File: src/rtl/tracker_record_sampler_pkg.sv
// Shared types for the NoC message tracker: NoC header layout, log record format,
// framing FSM states and a small mask helper used by the sampler.
package tracker_record_sampler_pkg;

    // Header field widths follow the beehive_noc_msg definitions.
    localparam int PACKET_ID_W      = 16;
    localparam int MSG_LENGTH_WIDTH = 8;
    localparam int MSG_TYPE_W       = 8;
    localparam int XY_W             = 8;
    localparam int TRACKER_TS_W     = 64;

    typedef struct packed {
        logic [XY_W-1:0]             dst_x;
        logic [XY_W-1:0]             dst_y;
        logic [MSG_LENGTH_WIDTH-1:0] msg_len;
        logic [MSG_TYPE_W-1:0]       msg_type;
        logic [PACKET_ID_W-1:0]      packet_id;
    } beehive_noc_hdr_flit;

    // The header sits in the most-significant bits of a flit; offsets count from its LSB.
    localparam int NOC_HDR_W       = $bits(beehive_noc_hdr_flit);
    localparam int HDR_PKT_ID_LSB  = 0;
    localparam int HDR_MSG_LEN_LSB = PACKET_ID_W + MSG_TYPE_W;

    typedef struct packed {
        logic [PACKET_ID_W-1:0]      packet_id;
        logic [MSG_LENGTH_WIDTH-1:0] msg_len;
        logic [TRACKER_TS_W-1:0]     start_ts;
        logic [TRACKER_TS_W-1:0]     end_ts;
        logic [TRACKER_TS_W-1:0]     duration;
    } tracker_rec_struct;

    typedef enum logic {
        HDR,
        BODY
    } tracker_rec_state_e;

    function automatic logic [31:0] low_ones(input logic [31:0] n);
        return (n >= 32'd32) ? 32'hFFFF_FFFF : ((32'd1 << n) - 32'd1);
    endfunction

endpackage

File: src/rtl/tracker_record_sampler_if.sv
// NoC link (upstream and downstream halves) plus the log write port of the tracker.
// The master modport is the tracker's view; slave is the surrounding fabric/log side.
interface tracker_record_sampler_if #(
    parameter int DATA_NOC_W = 512
) ();
    import tracker_record_sampler_pkg::*;

    logic                  noc_in_val;
    logic [DATA_NOC_W-1:0] noc_in_data;
    logic                  noc_in_rdy;
    logic                  noc_out_val;
    logic [DATA_NOC_W-1:0] noc_out_data;
    logic                  noc_out_rdy;
    logic                  log_wr_req_val;
    tracker_rec_struct     log_wr_req_data;
    logic                  log_wr_req_rdy;

    modport master (
        input  noc_in_val, noc_in_data, noc_out_rdy, log_wr_req_rdy,
        output noc_in_rdy, noc_out_val, noc_out_data, log_wr_req_val, log_wr_req_data
    );

    modport slave (
        output noc_in_val, noc_in_data, noc_out_rdy, log_wr_req_rdy,
        input  noc_in_rdy, noc_out_val, noc_out_data, log_wr_req_val, log_wr_req_data
    );

endinterface

File: src/rtl/tracker_rec_slot.sv
// One-entry valid/ready record buffer feeding the log sink, with saturating counters
// for records accepted into the slot and records discarded because it was occupied.
module tracker_rec_slot
    import tracker_record_sampler_pkg::*;
#(
    parameter int CNT_W = 32
) (
    input  logic              clk,
    input  logic              rst,
    input  logic              rec_val_i,
    input  tracker_rec_struct rec_i,
    output logic              log_val_o,
    output tracker_rec_struct log_data_o,
    input  logic              log_rdy_i,
    output logic [CNT_W-1:0]  rec_cnt_o,
    output logic [CNT_W-1:0]  drop_cnt_o
);

    logic              slotVal_q, slotVal_d;
    tracker_rec_struct slotData_q, slotData_d;
    logic [CNT_W-1:0]  recCnt_q, recCnt_d;
    logic [CNT_W-1:0]  dropCnt_q, dropCnt_d;
    logic              canLoad;

    // A draining slot can be refilled in the same cycle, so back-to-back records never drop.
    assign canLoad = !slotVal_q || log_rdy_i;

    always_comb begin
        slotVal_d  = slotVal_q;
        slotData_d = slotData_q;
        recCnt_d   = recCnt_q;
        dropCnt_d  = dropCnt_q;
        if (rec_val_i && canLoad) begin
            slotVal_d  = 1'b1;
            slotData_d = rec_i;
            if (recCnt_q != '1) begin
                recCnt_d = recCnt_q + 1'b1;
            end
        end else begin
            if (slotVal_q && log_rdy_i) begin
                slotVal_d = 1'b0;
            end
            if (rec_val_i && (dropCnt_q != '1)) begin
                dropCnt_d = dropCnt_q + 1'b1;
            end
        end
    end

    always_ff @(posedge clk or posedge rst) begin
        if (rst) begin
            slotVal_q <= 1'b0;
            recCnt_q  <= '0;
            dropCnt_q <= '0;
        end else begin
            slotVal_q <= slotVal_d;
            recCnt_q  <= recCnt_d;
            dropCnt_q <= dropCnt_d;
        end
    end

    // Payload is only meaningful while slotVal_q is set, so it carries no reset.
    always_ff @(posedge clk) begin
        slotData_q <= slotData_d;
    end

    assign log_val_o  = slotVal_q;
    assign log_data_o = slotData_q;
    assign rec_cnt_o  = recCnt_q;
    assign drop_cnt_o = dropCnt_q;

endmodule

File: src/rtl/tracker_record_sampler.sv
// Inline NoC message tracker: passes the link through untouched, frames messages,
// filters/samples them by packet id and logs one timestamped record per selected message.
module tracker_record_sampler
    import tracker_record_sampler_pkg::*;
#(
    parameter int DATA_NOC_W     = 512,
    parameter int TS_W           = TRACKER_TS_W,
    parameter int CNT_W          = 32,
    parameter int SAMPLE_SHIFT_W = 4
) (
    input  logic                      clk,
    input  logic                      rst,
    tracker_record_sampler_if.master  bus,
    input  logic                      cfg_en,
    input  logic [PACKET_ID_W-1:0]    cfg_filter_id,
    input  logic [PACKET_ID_W-1:0]    cfg_filter_mask,
    input  logic [SAMPLE_SHIFT_W-1:0] cfg_sample_shift,
    output logic [CNT_W-1:0]          rec_cnt,
    output logic [CNT_W-1:0]          drop_cnt
);

    localparam int SAMPLE_CNT_W = SAMPLE_SHIFT_W + 1;
    localparam int HDR_BASE     = DATA_NOC_W - NOC_HDR_W;

    tracker_rec_state_e          state_q, state_d;
    logic [TS_W-1:0]             ts_q;
    logic [MSG_LENGTH_WIDTH-1:0] flitCnt_q, flitCnt_d;
    logic [PACKET_ID_W-1:0]      pktId_q, pktId_d;
    logic [MSG_LENGTH_WIDTH-1:0] msgLen_q, msgLen_d;
    logic [TS_W-1:0]             startTs_q, startTs_d;
    logic                        sel_q, sel_d;
    logic [SAMPLE_CNT_W-1:0]     sampleCnt_q, sampleCnt_d;

    logic                        beat;
    logic [PACKET_ID_W-1:0]      hdrPktId;
    logic [MSG_LENGTH_WIDTH-1:0] hdrMsgLen;
    logic                        match;
    logic [SAMPLE_CNT_W-1:0]     sampleMask;
    logic                        selNow;
    logic                        msgDone;
    logic [PACKET_ID_W-1:0]      recPktId;
    logic [MSG_LENGTH_WIDTH-1:0] recMsgLen;
    logic [TS_W-1:0]             recStartTs;
    logic                        recSel;
    logic [TS_W-1:0]             recDuration;
    logic                        recVal;
    tracker_rec_struct           rec;

    // Tracking only observes the link; it never gates valid, ready or data.
    assign bus.noc_out_val  = bus.noc_in_val;
    assign bus.noc_out_data = bus.noc_in_data;
    assign bus.noc_in_rdy   = bus.noc_out_rdy;

    assign beat      = bus.noc_in_val && bus.noc_out_rdy;
    assign hdrPktId  = bus.noc_in_data[HDR_BASE + HDR_PKT_ID_LSB +: PACKET_ID_W];
    assign hdrMsgLen = bus.noc_in_data[HDR_BASE + HDR_MSG_LEN_LSB +: MSG_LENGTH_WIDTH];

    // Shifts wider than the sample counter saturate the mask to the counter's full range.
    assign match      = cfg_en && (((hdrPktId ^ cfg_filter_id) & cfg_filter_mask) == '0);
    assign sampleMask = SAMPLE_CNT_W'(low_ones(32'(cfg_sample_shift)));
    assign selNow     = match && ((sampleCnt_q & sampleMask) == '0);

    always_comb begin
        state_d     = state_q;
        flitCnt_d   = flitCnt_q;
        pktId_d     = pktId_q;
        msgLen_d    = msgLen_q;
        startTs_d   = startTs_q;
        sel_d       = sel_q;
        sampleCnt_d = sampleCnt_q;
        msgDone     = 1'b0;
        recPktId    = pktId_q;
        recMsgLen   = msgLen_q;
        recStartTs  = startTs_q;
        recSel      = sel_q;
        case (state_q)
            HDR: begin
                if (beat) begin
                    pktId_d   = hdrPktId;
                    msgLen_d  = hdrMsgLen;
                    startTs_d = ts_q;
                    sel_d     = selNow;
                    flitCnt_d = '0;
                    if (match) begin
                        sampleCnt_d = sampleCnt_q + 1'b1;
                    end
                    // Header-only messages complete on the header beat itself.
                    if (hdrMsgLen == '0) begin
                        msgDone    = 1'b1;
                        recPktId   = hdrPktId;
                        recMsgLen  = hdrMsgLen;
                        recStartTs = ts_q;
                        recSel     = selNow;
                    end else begin
                        state_d = BODY;
                    end
                end
            end
            BODY: begin
                if (beat) begin
                    flitCnt_d = flitCnt_q + 1'b1;
                    if (flitCnt_d == msgLen_q) begin
                        msgDone = 1'b1;
                        state_d = HDR;
                    end
                end
            end
            default: begin
                state_d = HDR;
            end
        endcase
    end

    assign recDuration      = ts_q - recStartTs;
    assign recVal           = msgDone && recSel;
    assign rec.packet_id    = recPktId;
    assign rec.msg_len      = recMsgLen;
    assign rec.start_ts     = TRACKER_TS_W'(recStartTs);
    assign rec.end_ts       = TRACKER_TS_W'(ts_q);
    assign rec.duration     = TRACKER_TS_W'(recDuration);

    always_ff @(posedge clk or posedge rst) begin
        if (rst) begin
            state_q     <= HDR;
            ts_q        <= '0;
            flitCnt_q   <= '0;
            pktId_q     <= '0;
            msgLen_q    <= '0;
            startTs_q   <= '0;
            sel_q       <= 1'b0;
            sampleCnt_q <= '0;
        end else begin
            state_q     <= state_d;
            ts_q        <= ts_q + 1'b1;
            flitCnt_q   <= flitCnt_d;
            pktId_q     <= pktId_d;
            msgLen_q    <= msgLen_d;
            startTs_q   <= startTs_d;
            sel_q       <= sel_d;
            sampleCnt_q <= sampleCnt_d;
        end
    end

    tracker_rec_slot #(
        .CNT_W (CNT_W)
    ) u_slot (
        .clk        (clk),
        .rst        (rst),
        .rec_val_i  (recVal),
        .rec_i      (rec),
        .log_val_o  (bus.log_wr_req_val),
        .log_data_o (bus.log_wr_req_data),
        .log_rdy_i  (bus.log_wr_req_rdy),
        .rec_cnt_o  (rec_cnt),
        .drop_cnt_o (drop_cnt)
    );

endmodule

File: src/flat_wrapper.sv
// flat-port wrapper written by rule: the top's interface ports become plain ports
module tracker_record_sampler_flat import tracker_record_sampler_pkg::*;
#(
    parameter int DATA_NOC_W     = 512,
    parameter int TS_W           = TRACKER_TS_W,
    parameter int CNT_W          = 32,
    parameter int SAMPLE_SHIFT_W = 4
)
  (clk, rst, cfg_en, cfg_filter_id, cfg_filter_mask, cfg_sample_shift, rec_cnt, drop_cnt, bus_noc_in_val, bus_noc_in_data, bus_noc_out_rdy, bus_log_wr_req_rdy, bus_noc_in_rdy, bus_noc_out_val, bus_noc_out_data, bus_log_wr_req_val, bus_log_wr_req_data);
  tracker_record_sampler_if #(.DATA_NOC_W(DATA_NOC_W)) bus_i ();
  input  logic clk;
  input  logic rst;
  input  logic cfg_en;
  input  logic [PACKET_ID_W-1:0] cfg_filter_id;
  input  logic [PACKET_ID_W-1:0] cfg_filter_mask;
  input  logic [SAMPLE_SHIFT_W-1:0] cfg_sample_shift;
  output logic [CNT_W-1:0] rec_cnt;
  output logic [CNT_W-1:0] drop_cnt;
  input wire logic [$bits(bus_i.noc_in_val)-1:0] bus_noc_in_val;
  input wire logic [$bits(bus_i.noc_in_data)-1:0] bus_noc_in_data;
  input wire logic [$bits(bus_i.noc_out_rdy)-1:0] bus_noc_out_rdy;
  input wire logic [$bits(bus_i.log_wr_req_rdy)-1:0] bus_log_wr_req_rdy;
  output wire logic [$bits(bus_i.noc_in_rdy)-1:0] bus_noc_in_rdy;
  output wire logic [$bits(bus_i.noc_out_val)-1:0] bus_noc_out_val;
  output wire logic [$bits(bus_i.noc_out_data)-1:0] bus_noc_out_data;
  output wire logic [$bits(bus_i.log_wr_req_val)-1:0] bus_log_wr_req_val;
  output wire logic [$bits(bus_i.log_wr_req_data)-1:0] bus_log_wr_req_data;
  assign bus_i.noc_in_val = bus_noc_in_val;
  assign bus_i.noc_in_data = bus_noc_in_data;
  assign bus_i.noc_out_rdy = bus_noc_out_rdy;
  assign bus_i.log_wr_req_rdy = bus_log_wr_req_rdy;
  assign bus_noc_in_rdy = bus_i.noc_in_rdy;
  assign bus_noc_out_val = bus_i.noc_out_val;
  assign bus_noc_out_data = bus_i.noc_out_data;
  assign bus_log_wr_req_val = bus_i.log_wr_req_val;
  assign bus_log_wr_req_data = bus_i.log_wr_req_data;
  tracker_record_sampler #(.DATA_NOC_W(DATA_NOC_W), .TS_W(TS_W), .CNT_W(CNT_W), .SAMPLE_SHIFT_W(SAMPLE_SHIFT_W)) u_core (.clk(clk), .rst(rst), .bus(bus_i), .cfg_en(cfg_en), .cfg_filter_id(cfg_filter_id), .cfg_filter_mask(cfg_filter_mask), .cfg_sample_shift(cfg_sample_shift), .rec_cnt(rec_cnt), .drop_cnt(drop_cnt));
endmodule
File: config.mk
export PLATFORM = sky130hd
export DESIGN_NAME = tracker_record_sampler_flat
export DESIGN_NICKNAME = d
export VERILOG_FILES = /design/src/rtl/tracker_record_sampler_pkg.sv /design/src/rtl/tracker_record_sampler_if.sv /design/src/rtl/tracker_rec_slot.sv /design/src/rtl/tracker_record_sampler.sv /design/src/flat_wrapper.sv
export SDC_FILE = /design/constraint.sdc
export NUM_CORES = 1
export LEC_CHECK = 0
export BUFFER_PORTS_ARGS = -buffer_cell sky130_fd_sc_hd__buf_4
export CAP_MARGIN = 15
export CORE_AREA = 5 5 517 519
export CTS_CLUSTER_DIAMETER = 50
export DETAILED_ROUTE_END_ITERATION = 12
export DIE_AREA = 0 0 522 524
export SKIP_CTS_REPAIR_TIMING = 1
export SLEW_MARGIN = 0
export SYNTH_ARGS = -nofsm -noshare
export SYNTH_HDL_FRONTEND = slang
export SYNTH_SLANG_ARGS = --single-unit
File: constraint.sdc
create_clock -name clk -period 17.5 [get_ports clk]
set_clock_uncertainty 0.2 [all_clocks]
set_input_delay 2.625 -clock clk [delete_from_list [all_inputs] [get_ports clk]]
set_output_delay 2.625 -clock clk [all_outputs]
set_load 0.01 [all_outputs]
# Yosys cells after proc, flatten, opt, wreduce, memory -nomap -nowiden
# Cells that the tools add are included.
# Widths: inputs -> output; s select.
dict set report totals {
  register_bits 448
  in_bits 554
  out_inout_bits 795
  elab_cells 79
}
dict set report op_classes {
  addsub 7
  eq_ne 5
  shifts 1
  mux 27
  bitwise 5
  n_reduce_logical 18
}
# cell count
set ops {}
lappend ops {{$mux 64} 3}
lappend ops {{$add 32x1->32 const B} 2}
lappend ops {{$add 64x1->64 const B} 1}
lappend ops {{$ne 32x32->1 const B} 2}
lappend ops {{$sub 64x64->64} 1}
lappend ops {{$mux 16} 3}
lappend ops {{$mux 8} 5}
lappend ops {{$and 16x16->16} 1}
lappend ops {{$logic_not 16->1} 1}
lappend ops {{$pmux 8 s2} 1}
lappend ops {{$xor 16x16->16} 1}
lappend ops {{$mux 1} 13}
lappend ops {{$add 8x1->8 const B} 1}
lappend ops {{$eq 8x8->1} 1}
lappend ops {{$logic_not 8->1} 1}
lappend ops {{$reduce_and 2->1} 4}
lappend ops {{$logic_and 1x1->1} 7}
lappend ops {{$add 5x1->5 const B} 1}
lappend ops {{$and 5x5->5} 1}
lappend ops {{$logic_not 5->1} 1}
lappend ops {{$shl 1x4->5 const A} 1}
lappend ops {{$sub 5x1->5 const B} 1}
lappend ops {{$pmux 1 s2} 2}
lappend ops {{$reduce_and 3->1} 1}
lappend ops {{other kinds (6)} 7}

# Logic depth before layout (Yosys ltp)
# Gate-level depths: netlist of the first run.
dict set report depth {
  word_depth 12
  depth_mapped 23
  mapped_depth_nobuf 16
}

# Hierarchy
# A second synthesis of the first run with hierarchy kept.
dict set report unflattened {
  cells_unflattened 2801
  area_unflattened_um2 26902.1
}
# mod instances cells_per_inst area_each_um2 seq_area_each_um2
set modules_own_cells {}
lappend modules_own_cells {tracker_record_sampler 1 2295 17304.1 4179.0}
lappend modules_own_cells {tracker_rec_slot 1 506 9598.0 8112.8}

# Worst setup path after synthesis of the first run
# Ideal clock, no wire load.
dict set report synth_timing {
  path_kind {input -> register}
  from {input cfg_sample_shift[3]}
  to {register u_core.u_slot.slotData_q (netlist bit u_core.u_slot.log_data_o[0]), enable pin}
  setup_time_ns 0.568
  arrival_ns 8.634
  t_required_ns 16.732
  path_slack_ns 8.098
  path_stages 9
  n_path_buf 0
  path_cell_list {or4b_2 > ha_1 > xor2_1 > a221o_1 > a21oi_1 > a32oi_1 > nor2_1 > nand2_1 > inv_1}
}
dict set report synth_via {
  elab_chain_cells 10
}
# element line
set synth_rtl {}
lappend synth_rtl {{start, declared} flat_wrapper.sv:16} ;# input logic [SAMPLE_SHIFT_W-1:0] cfg_sample_shift;
lappend synth_rtl {{$shl 1x4->5} tracker_record_sampler_pkg.sv:39} ;# return (n >= 32'd32) ? 32'hFFFF_FFFF : ((32'd1 << n) - 32'd1);
lappend synth_rtl {{$sub 5x1->5} tracker_record_sampler_pkg.sv:39}
lappend synth_rtl {{$and 5x5->5} tracker_record_sampler.sv:61} ;# assign selNow = match && ((sampleCnt_q & sampleMask) == '0);
lappend synth_rtl {{$logic_not 5->1} tracker_record_sampler.sv:61}
lappend synth_rtl {{$logic_and 1x1->1} tracker_record_sampler.sv:61}
lappend synth_rtl {{$mux 1} tracker_record_sampler.sv:88} ;# if (hdrMsgLen == '0) begin
lappend synth_rtl {{$mux 1} tracker_record_sampler.sv:78} ;# if (beat) begin
lappend synth_rtl {{$mux 1} tracker_record_sampler.sv:76} ;# case (state_q)
lappend synth_rtl {{$logic_and 1x1->1} tracker_record_sampler.sv:115} ;# assign recVal = msgDone && recSel;
lappend synth_rtl {{$logic_and 1x1->1} tracker_rec_slot.sv:33} ;# if (rec_val_i && canLoad) begin
lappend synth_rtl {{end signal, assigned} tracker_rec_slot.sv:63} ;# slotData_q <= slotData_d;
lappend synth_rtl {{end, declared} tracker_rec_slot.sv:20} ;# tracker_rec_struct slotData_q, slotData_d;
# Every way passes these cells.
# A chain may end at the register's enable or synchronous reset.

# Worst setup path after layout of the first run
dict set report layout_timing {
  from {input bus_noc_out_rdy}
  to {register u_core.u_slot.slotData_q (netlist bit u_core.u_slot.log_data_o[57]) (data pin)}
}
dict set report layout_via {
  elab_chain_cells 4
}
# element line
set layout_rtl {}
lappend layout_rtl {{start, declared} flat_wrapper.sv:21} ;# input wire logic [$bits(bus_i.noc_out_rdy)-1:0] bus_noc_out_rdy;
lappend layout_rtl {{$logic_and 1x1->1} tracker_record_sampler.sv:54} ;# assign beat = bus.noc_in_val && bus.noc_out_rdy;
lappend layout_rtl {{$mux 64} tracker_record_sampler.sv:78}
lappend layout_rtl {{$mux 64} tracker_record_sampler.sv:76}
lappend layout_rtl {{$sub 64x64->64} tracker_record_sampler.sv:114} ;# assign recDuration = ts_q - recStartTs;
lappend layout_rtl {{named net u_core.recDuration[57]} tracker_record_sampler.sv:45} ;# logic [TS_W-1:0] recDuration;
# The timed path passes the listed nets, and every way through them passes these cells.

==> impl_metrics.toml, run 1 <==
[clock_tree]
htreeDepth = 2
clock-root-buffer = "clkbuf_16"
cts_buffer_depth = 3
cts_sinks = 448
path_clk_slew_ns = 0.07
cts_made_buffers = 57
insertion_delay_ns = 0.66
tritoncts = "done"

[floorplan]
die_y_um = 524
start_util = 0.1008
die_area_sq_um = 273500
dieWidth_um = 522
rows = 188
pin_count = 1349
core_area_sq_um = 261600

[setup_path]
arrival_ns = 7.83
worstReg2RegStart = "u_core.state_q"
worstReg2RegEnd = "u_core.u_slot.log_data_o[62]"
reg2reg_depth = 17
crit_required_ns = 17.70
reg2reg_slack_ns = 11.39
crit_start = "bus_noc_out_rdy"
critPathMaxFanout = 29
startpoint_type = "input port"
critPathKind = "input port to flop"
crit_path_end_kind = "flop"
endpoint = "u_core.u_slot.log_data_o[57]"

[sta]
finalCritPeriodShare = 0.4362
hold_viol_final = 0
max_freq_mhz = 131.0
slew_violations = 0
finalWorstSetupSlack_ns = 9.867
worst_pin_slew_ns = 0.9641
slew_headroom = 0.3573
finalCriticalPeriod_ns = 7.633
setup-tns-final_ns = 0
rsz0062_at_grt = "no"
setup_viol = 0

[drt]
vias_per_cell = 3.119
wl_um = 231000
drc = 0
num_vias = 18748
drtPass1Iterations = 5
drt-initial-drc-count = 1377
wire_per_inst_um = 38.43
detail-route-antenna-nets = 0

[placed_design]
dp_hpwl_um = 211000
gp_congestion = 1.009
portBuffers = 372
detailedPlace.worstSlack_ns = 9.148

[logic_synthesis]
avgSynthCellArea_sq_um = 10.17
seq_area_frac_synth = 0.4662
synthArstFlopShare = 0.5179
ys_ff_latch = 448
syn_inst = 2592
synth_nets = 3187
yosysUniqueCellTypes = 89
syn_area_sq_um = 26370
synth_edf_count = 216
yosysWarnings = 0
synth_ff_type = "dfrtp_1"

[grt]
grt_pass1_wl_um = 271700
grtUsageTotal = 0.1607
grt_pass1_vias = 18312
grt_max_degree = 109
grt_overflow = 0
antenna_found_initial = 21

[final_layout]
num-fill-cells = 29830
nNetsFinal = 3036
area_delta_synth_final_pct = 19.68
layout-drive-gt1-share = 0.2402
final_util = 0.1206

[pwr]
p_sw_uw = 673.6
p_sw_frac = 0.2607
total_leakage_power_uw = 0.01219
comb_power_share = 0.077
finalPower_uw = 2584
seqPwrFrac = 0.442
ir_drop_uv = 69.20
p_clk_frac = 0.481
power_density_nw_per_um2 = 81.89
intPower_uw = 1910

[worst_hold_path]
hp-class = "flop to flop"

[status]
status = "finished, final reports clean"

[flow_run]
drv_cap = 0
[through the flow]
step	instances	area [sq um]	hold WS (ns)
floorplan	2592	26370	0.2196
global route	6009	31550	0.3112
detailed placement	5897	29520	0.2648
global placement	5897	29520	0.2653
CTS	6005	31540	0.2782
finish	6010	31560	0.2809
[placed cells by master, fill, tap and decap left out, types with 7 or more instances in the layout]
| master | synthesis | final |
|---|---|---|
| buf_4 | 515 | 390 |
| nand2_1 | 284 | 284 |
| dfrtp_1 | 232 | 232 |
| edfxtp_1 | 216 | 216 |
| xnor2_1 | 145 | 145 |
| nor2_1 | 105 | 105 |
| o21ai_0 | 101 | 101 |
| a21oi_1 | 86 | 86 |
| inv_1 | 80 | 78 |
| xor2_1 | 78 | 78 |
| mux2_2 | 74 | 74 |
| nand3_1 | 60 | 60 |
| clkbuf_16 | 0 | 59 |
| nand4_1 | 50 | 50 |
| nand2b_1 | 50 | 50 |
| nor2b_1 | 48 | 48 |
| ha_1 | 40 | 40 |
| and3_1 | 30 | 30 |
| a21o_1 | 28 | 28 |
| nor3_1 | 27 | 27 |
| and2_1 | 23 | 23 |
| mux2i_1 | 18 | 18 |
| a31oi_1 | 17 | 17 |
| maj3_1 | 16 | 16 |
| a211oi_1 | 12 | 12 |
| o21a_1 | 12 | 12 |
| a22oi_1 | 11 | 11 |
| o21ai_1 | 10 | 10 |
| inv_8 | 0 | 10 |
| nor4_1 | 9 | 9 |
| and4_1 | 9 | 9 |
| o211ai_1 | 7 | 7 |
| inv_6 | 0 | 7 |
[power by group through the flow]
stage	Clock [uW]	Sequential (uW)	Combinational [uW]
floorplan	0	1160	242
global placement	0	1160	199
detailed placement	0	1160	201
CTS	1280	1140	202
global route	1320	1140	220
finish	1240	1140	199
[how the worst min path moves through the flow]
stage	start	cells after the start	slack (ns)	to
global placement	u_core.startTs_q[49]	2	0.27	u_core.startTs_q[49]
floorplan	u_core.ts_q[25]	0	0.22	u_core.u_slot.log_data_o[89]
detailed placement	u_core.sampleCnt_q[4]	1	0.26	u_core.sampleCnt_q[4]
global route	u_core.u_slot.drop_cnt_o[4]	1	0.31	u_core.u_slot.drop_cnt_o[4]
CTS	u_core.sampleCnt_q[4]	1	0.28	u_core.sampleCnt_q[4]
finish	u_core.sampleCnt_q[4]	1	0.28	u_core.sampleCnt_q[4]
[state kept, by name, indices dropped and copies added (netlist names)]
signal                    count
u_core.flitCnt_q              8
u_core.sampleCnt_q            5
u_core.ts_q                  64
u_core.u_slot.drop_cnt_o     32
u_core.u_slot.rec_cnt_o      32
u_core.msgLen_q               8
u_core.u_slot.log_data_o    216
u_core.u_slot.log_val_o       1
u_core.startTs_q             64
u_core.pktId_q               16
u_core.state_q                1
u_core.sel_q                  1
[layer usage]
metal | routed length [um] | vias to the layer above | track usage
li1 | - | 8102 | -
met1 | 43750 | 8892 | 0.08894
met2 | 112700 | 1620 | 0.2766
met3 | 70920 | 124 | 0.2311
met4 | 3107 | 10 | 0.02269
met5 | 490 | - | 0.01213
[worst max-delay path: stages]
cell	delay, ns
buf_4	0.14
nand3b_1	0.39
nand3b_1	0.18
buf_4	0.41
mux2i_1	0.34
ha_1	0.33
a211oi_1	0.29
o211ai_1	0.15
a221oi_1	0.32
a21oi_1	0.28
o32a_2	0.50
nor3_2	0.61
nor4_2	0.13
a2111oi_2	0.67
o21bai_1	0.18
xnor2_1	0.15
[cell type report]
cell class                 instances  area, sq um  area share
clock inverter                    42        506.7     0.01606
clock buffer                      66         1513     0.04794
inverter                          82        322.8     0.01023
antenna                            5        12.51   0.0003965
tap                             3515         4398      0.1394
multi-input combinational       1462         9584      0.3037
sequential                       448        12290      0.3895
timing repair buffer             390         2928     0.09278
[cell families (layout without fill, tap and decap cells)]
group | count (synthesis) | in the layout | synth area share
xor gates and xnor gates | 227 | 227 | 0.07721
other | 0 | 5 | 0
muxes | 92 | 92 | 0.03844
buffers and inverters | 682 | 580 | 0.1707
adders and majority gates | 58 | 58 | 0.02624
AOI/OAI and AO/OA | 355 | 355 | 0.08575
DFF | 448 | 448 | 0.4662
and+or+nand+nor | 730 | 730 | 0.1354
[Yosys cell counts (10+ instances only)]
cell type	number	area (sq um)
buf_4	515	3866
nand2_1	284	1066
dfrtp_1	232	5806
edfxtp_1	216	6486
xnor2_1	145	1270
nor2_1	105	394.1
o21ai_0	101	505.5
a21oi_1	86	430.4
inv_1	80	300.3
xor2_1	78	683.2
clkbuf_1	74	277.8
mux2_2	74	833.3
nand3_1	60	300.3
nand2b_1	50	312.8
nand4_1	50	312.8
nor2b_1	48	300.3
ha_1	40	500.5
and3_1	30	187.7
a21o_1	28	210.2
nor3_1	27	135.1
and2_1	23	143.9
mux2i_1	18	180.2
a31oi_1	17	106.4
maj3_1	16	160.2
a211oi_1	12	90.09
o21a_1	12	90.09
a22oi_1	11	82.58
o21ai_1	10	50.05
(Power assumes the default switching activity.)
==> inputs of run 2 (changes only) <==
Clock period 17.5 ns to 7.2 ns, I/O delays scaled along.
==> run 2 against run 1 <==
Compared with the run above:
- clock power grew 150%
- die area is the same
- sequential share of layout area shrank 0.25 points
- final area is 0.66% higher
- critical endpoint unchanged
- largest power group unchanged
- highest routed layer unchanged
==> impl_metrics.toml, run 2 (synthesis results as in run 1) <==
[status]
status = "finished, final reports clean"

[setup_path]
crit_required_ns = 7.41
reg2reg_depth = 14
startpoint_type = "input port"
arrival_ns = 6.24
worstReg2RegEnd = "u_core.u_slot.log_data_o[55]"
critPathMaxFanout = 13
critPathKind = "input port to flop"
crit_path_end_kind = "flop"
crit_start = "bus_noc_in_data[489]"
reg2reg_slack_ns = 1.51
worstReg2RegStart = "u_core.state_q"

[final_layout]
area_delta_synth_final_pct = 20.47
final_cell_count_no_fill = 6020
register_area_sq_um = 12290
nNetsFinal = 3049
num-fill-cells = 29778
final_cell_mix = "buf_4, nand2_1, dfrtp_1"
final_common_cell = "buf_4"
largest_reg_flops = 216
layout-drive-gt1-share = 0.2438
multi_input_area_sq_um = 9592

[sta]
slew_headroom = 0.3608
worst_pin_slew_ns = 0.9516
max_freq_mhz = 165.9
finalCritPeriodShare = 0.8374
fin_hold_ws_ns = 0.2787
finalCriticalPeriod_ns = 6.029
setup-tns-final_ns = 0
setup_viol = 0
finalWorstSetupSlack_ns = 1.171
hold_viol_final = 0
slew_violations = 0
rsz0062_at_grt = "no"

[grt]
grtUsageTotal = 0.1616
grt_max_degree = 123
grt_overflow = 0
grt_pass1_wl_um = 273500
antenna_found_initial = 19
grt_pass1_vias = 18384

[pwr]
total_leakage_power_uw = 0.01229
comb_power_share = 0.078
seqPwrFrac = 0.437
power_density_nw_per_um2 = 199.9
intPower_uw = 4721
p_sw_frac = 0.2566
ir_drop_uv = 174.8
p_clk_frac = 0.485
p_sw_uw = 1630

[placed_design]
place_inst = 5910
portBuffers = 372
gp_congestion = 1.025
dp_hpwl_um = 211800
detailedPlace.worstSlack_ns = 0.5836

[drt]
vias_per_cell = 3.144
wl_um = 232200
drtPass1Iterations = 7
wire_per_inst_um = 38.56
drt-initial-drc-count = 1510
detail-route-antenna-nets = 0
drc = 0
num_vias = 18925

[floorplan]
rows = 188
core_area_sq_um = 261600
dieWidth_um = 522
pin_count = 1349
die_y_um = 524
start_util = 0.1008
die_area_sq_um = 273500

[clock_tree]
cts_made_buffers = 57
clock-root-buffer = "clkbuf_16"
tritoncts = "done"
htreeDepth = 2
cts_buffer_depth = 3
insertion_delay_ns = 0.66
cts_sinks = 448
path_clk_slew_ns = 0.06

[worst_hold_path]
hp-class = "flop to flop"
whs_path_depth = 1
holdPathEnd = "u_core.sampleCnt_q[4]"
min_from = "u_core.sampleCnt_q[4]"

[flow_run]
drv_cap = 0
[run 2: cell count changes in the layout (fill, tap and decap cells not counted), sizes merged]
cell | previous run | this run
buf | 390 | 403
inv | 99 | 92
clkbuf | 66 | 72
diode | 5 | 3
bufinv | 4 | 5
clkinvlp | 5 | 4
[run 2: area by class of cell]
type / instances / area share
Clock buffer: 72 / 0.04995
Clock inverter: 35 / 0.01450
Inverter: 82 / 0.009926
Sequential cell: 448 / 0.3870
Multi-Input combinational cell: 1462 / 0.3020
Antenna cell: 3 / 0.0002363
Tap cell: 3515 / 0.1385
Timing Repair Buffer: 403 / 0.09800
[run 2: critical path, stage by stage]
cell and delay [ns]:
buf_4 0.12, nor4_1 0.54, nand3b_1 0.40, buf_12 0.28
buf_4 0.22, mux2i_1 0.24, ha_1 0.31, a211oi_1 0.26
o211ai_1 0.15, a221oi_1 0.34, a21oi_1 0.14, buf_4 0.18
o32a_2 0.42, nor3_2 0.18, buf_4 0.20, nor4_2 0.07
a2111oi_2 0.71, o21bai_1 0.19, xnor2_1 0.16
[run 2: routing by layer]
| metal | track usage | vias up | routed length [um] |
|---|---|---|---|
| met5 | 0.009529 | - | 408 |
| met4 | 0.01679 | 8 | 2375 |
| met3 | 0.2321 | 110 | 71450 |
| met2 | 0.2832 | 1679 | 114900 |
| met1 | 0.08818 | 8991 | 43040 |
| li1 | - | 8137 | - |
[run 2: worst max path at each step]
stage / end / slack [ns]
CTS: u_core.u_slot.log_data_o[62] / 1.29
global route: u_core.u_slot.log_data_o[62] / 0.84
detailed placement: u_core.u_slot.log_data_o[57] / 0.58
floorplan: u_core.u_slot.log_data_o[0] / 0.39
finish: u_core.u_slot.log_data_o[57] / 1.17
global placement: u_core.u_slot.log_data_o[57] / 0.66
[run 2: stage by stage]
stage	instance area [sq um]	util	total power (uW)
after floorplan	26370	-	3401
after CTS	31760	0.1214	6450
final	31760	0.1214	6350
after detailed placement	29710	0.1136	3325
after global routing	31760	0.1214	6588
after global placement	29710	0.1136	3316
[run 2: power groups by stage]
stage,combinational (uW),sequential [uW],clock (uW)
2_1_floorplan,590,2810,0
3_3_place_gp,492,2820,0
3_5_place_dp,498,2830,0
4_1_cts,502,2780,3170
5_1_grt,545,2780,3260
6_report,496,2780,3080
==> inputs of run 3 (changes only) <==
Settings changed: ABC_AREA set to 1, CORE_AREA 5 5 517 519 to 5 5 528 530, DIE_AREA 0 0 522 524 to 0 0 533 535.
Clock period 7.2 ns to 5.2 ns, I/O delays scaled along.
==> run 3 against run 2 <==
Compared with the run above:
- global-route usage shrank 2.2 points
- worst setup slack got worse by 0.26 ns
- total power grew 95%
- combinational power grew to 7.2 times the previous value
- critical path depth is 4 higher
- count of clock-buffer cells in the layout grew 4
- synthesized cell count is 35% higher
- first-iteration DRC count rose by 34%
- wire length is 9.9% lower
- clock power rose by 49%
- sequential cell count unchanged
- die area rose by 4.3%
- critical path type unchanged
- largest cell class unchanged
==> impl_metrics.toml, run 3 <==
[clock_tree]
cts_buffer_depth = 3
insertion_delay_ns = 0.64
clock-root-buffer = "clkbuf_16"
tritoncts = "done"
path_clk_slew_ns = 0.06
htreeDepth = 3
cts_made_buffers = 67
cts_sinks = 448

[final_layout]
num-fill-cells = 31436
area_delta_synth_final_pct = 22.66
layout-drive-gt1-share = 0.2051
final_common_cell = "nand2_1"
largest_reg_flops = 216
final_cell_mix = "nand2_1, inv_1, buf_4"
nNetsFinal = 4076

[setup_path]
critPathMaxFanout = 30
critPathKind = "input port to flop"
reg2reg_slack_ns = 1.25
arrival_ns = 4.47
crit_path_end_kind = "flop"
worstReg2RegStart = "u_core.state_q"
worstReg2RegEnd = "u_core.u_slot.log_data_o[36]"
startpoint_type = "input port"
reg2reg_depth = 20
crit_required_ns = 5.38

[floorplan]
rows = 192
start_util = 0.1036
die_area_sq_um = 285200
pin_count = 1349
die_y_um = 535
core_area_sq_um = 272900
dieWidth_um = 533

[logic_synthesis]
yosys.area.top_type_share = 0.2295
yosysWarnings = 0
synth_ff_type = "dfrtp_1"
synth_edf_count = 216
synthArstFlopShare = 0.5179
seq_area_frac_synth = 0.4349
netlist_top_cells_count = "nand2_1, inv_1, buf_4"
yosys-top-cells-area = "edfxtp_1, dfrtp_1, buf_4"
syn_inst = 3494
yosysUniqueCellTypes = 47
avgSynthCellArea_sq_um = 8.090
syn_area_sq_um = 28270
synth_nets = 4089
yosys.area.top_type = "edfxtp_1"
yosysMostFrequentCell = "nand2_1"
ys_ff_latch = 448

[pwr]
comb_power_share = 0.289
ir_drop_uv = 197.3
intPower_uw = 8027
total_leakage_power_uw = 0.01590
p_sw_uw = 4367
power_density_nw_per_um2 = 357.5
p_clk_frac = 0.370
seqPwrFrac = 0.341
finalPower_uw = 12390
p_sw_frac = 0.3524

[sta]
max_freq_mhz = 233.2
fin_hold_ws_ns = 0.08160
finalCritPeriodShare = 0.8247
slew_headroom = 0.3392
worst_pin_slew_ns = 0.9912
finalCriticalPeriod_ns = 4.288
hold_viol_final = 0
rsz0062_at_grt = "no"
slew_violations = 0
setup_viol = 0

[drt]
num_vias = 23004
drtPass1Iterations = 7
drt-initial-drc-count = 2018
drc = 0
vias_per_cell = 3.228
wl_um = 209200
wire_per_inst_um = 29.36
detail-route-antenna-nets = 0

[flow_run]
drv_cap = 0

[worst_hold_path]
hp-class = "input port to asynchronous set/reset pin"

[placed_design]
dp_hpwl_um = 188300
gp_congestion = 1.010
portBuffers = 372

[grt]
grt_max_degree = 146
grt_pass1_wl_um = 256800
grt_pass1_vias = 21520
grtUsageTotal = 0.1399
antenna_found_initial = 12
grt_overflow = 0

[status]
status = "finished, final reports clean"
[run 3: cell types whose count changed after synthesis, moves of 28 or more]
cell      change
and3_1       -28
nand2_1     +553
nand3_1     +116
xor2_1       +30
inv_1       +436
o21ai_0     +109
mux2_2       -73
clkbuf_1     -31
nor3_1       +36
nor2_2       +36
nor2b_1      -48
xnor2_1      -99
nor2_1       +89
nand2b_1     -50
[run 3: final cells by class]
| type | instances | area [sq um] | area share |
|---|---|---|---|
| clock buffers | 76 | 1794 | 0.05175 |
| multi-input cells | 1948 | 9906 | 0.2857 |
| clock inverters | 47 | 432.9 | 0.01249 |
| diodes | 2 | 5.005 | 0.0001444 |
| repair buffers | 485 | 3754 | 0.1083 |
| inverters | 531 | 1997 | 0.05760 |
| well taps | 3589 | 4491 | 0.1295 |
| flip-flops and latches | 448 | 12290 | 0.3545 |
[run 3: worst max-delay path by stage]
| stage | startpoint | end | slack [ns] |
|---|---|---|---|
| 5_1_grt | bus_noc_in_data[489] | u_core.u_slot.log_data_o[43] | 0.60 |
| 3_5_place_dp | bus_noc_in_data[489] | u_core.u_slot.log_data_o[36] | 0.25 |
| 2_1_floorplan | cfg_sample_shift[2] | u_core.u_slot.log_data_o[0] | -0.52 |
| 6_report | bus_noc_in_data[489] | u_core.u_slot.log_data_o[36] | 0.91 |
| 4_1_cts | bus_noc_in_data[489] | u_core.u_slot.log_data_o[36] | 0.94 |
| 3_3_place_gp | bus_noc_in_data[489] | u_core.u_slot.log_data_o[43] | 0.26 |
[run 3: cell families (layout without fill, tap and decap cells)]
group / Yosys count / after routing / share of synthesized area
and+or+nand+nor: 1457 / 1457 / 0.2287
buffers and inverters: 1098 / 1139 / 0.2161
DFF: 448 / 448 / 0.4349
AOI/OAI and AO/OA: 295 / 295 / 0.05374
xor gates and xnor gates: 154 / 154 / 0.04772
adders and majority gates: 41 / 41 / 0.01841
muxes: 1 / 1 / 0.0003984
other: 0 / 2 / 0
[run 3: worst max-delay path, cell delays in order]
cell and delay (ns):
buf_4 0.12, nor2_1 0.12, nand2_1 0.27, nor2_4 0.25, nand2_8 0.18, buf_4 0.28, o21ai_0 0.25, inv_1 0.08
ha_1 0.36, nand2_1 0.11, inv_1 0.11, nand3_1 0.07, o21ai_0 0.27, nand2_1 0.12, nand2_1 0.15, buf_12 0.13
nand3_1 0.09, nand3_2 0.13, nand3_1 0.14, buf_4 0.16, nand3_1 0.06, nand2_1 0.06, xor2_1 0.14
[run 3: power by group through the flow]
stage	registers (uW)	clock network, uW	logic (uW)
after floorplan	4250	0	2490
after CTS	4220	4710	3610
after global routing	4240	4840	3980
after global placement	4280	0	3580
final	4220	4590	3590
after detailed placement	4290	0	3590
[run 3: layer usage]
layer | vias to the layer above | part of all wire | track usage | wire length (um)
li1 | 10498 | - | - | -
met1 | 10676 | 0.26 | 0.1070 | 53910
met5 | - | 0.0027 | 0.01449 | 575
met3 | 232 | 0.22 | 0.1382 | 45710
met4 | 10 | 0.032 | 0.03950 | 6609
met2 | 1588 | 0.49 | 0.2423 | 102400
[run 3: metrics by stage]
stage / setup TNS (ns) / utilization / setup WS [ns] / instance area, sq um / std cells
floorplan: -112.40 / - / -0.5204 / 28300 / 3494
global placement: 0 / 0.1189 / 0.2607 / 32440 / 7001
detailed placement: 0 / 0.1189 / 0.2458 / 32440 / 7001
CTS: 0 / 0.1270 / 0.9427 / 34670 / 7124
global route: 0 / 0.1270 / 0.5983 / 34670 / 7124
finish: 0 / 0.1270 / 0.9116 / 34670 / 7126
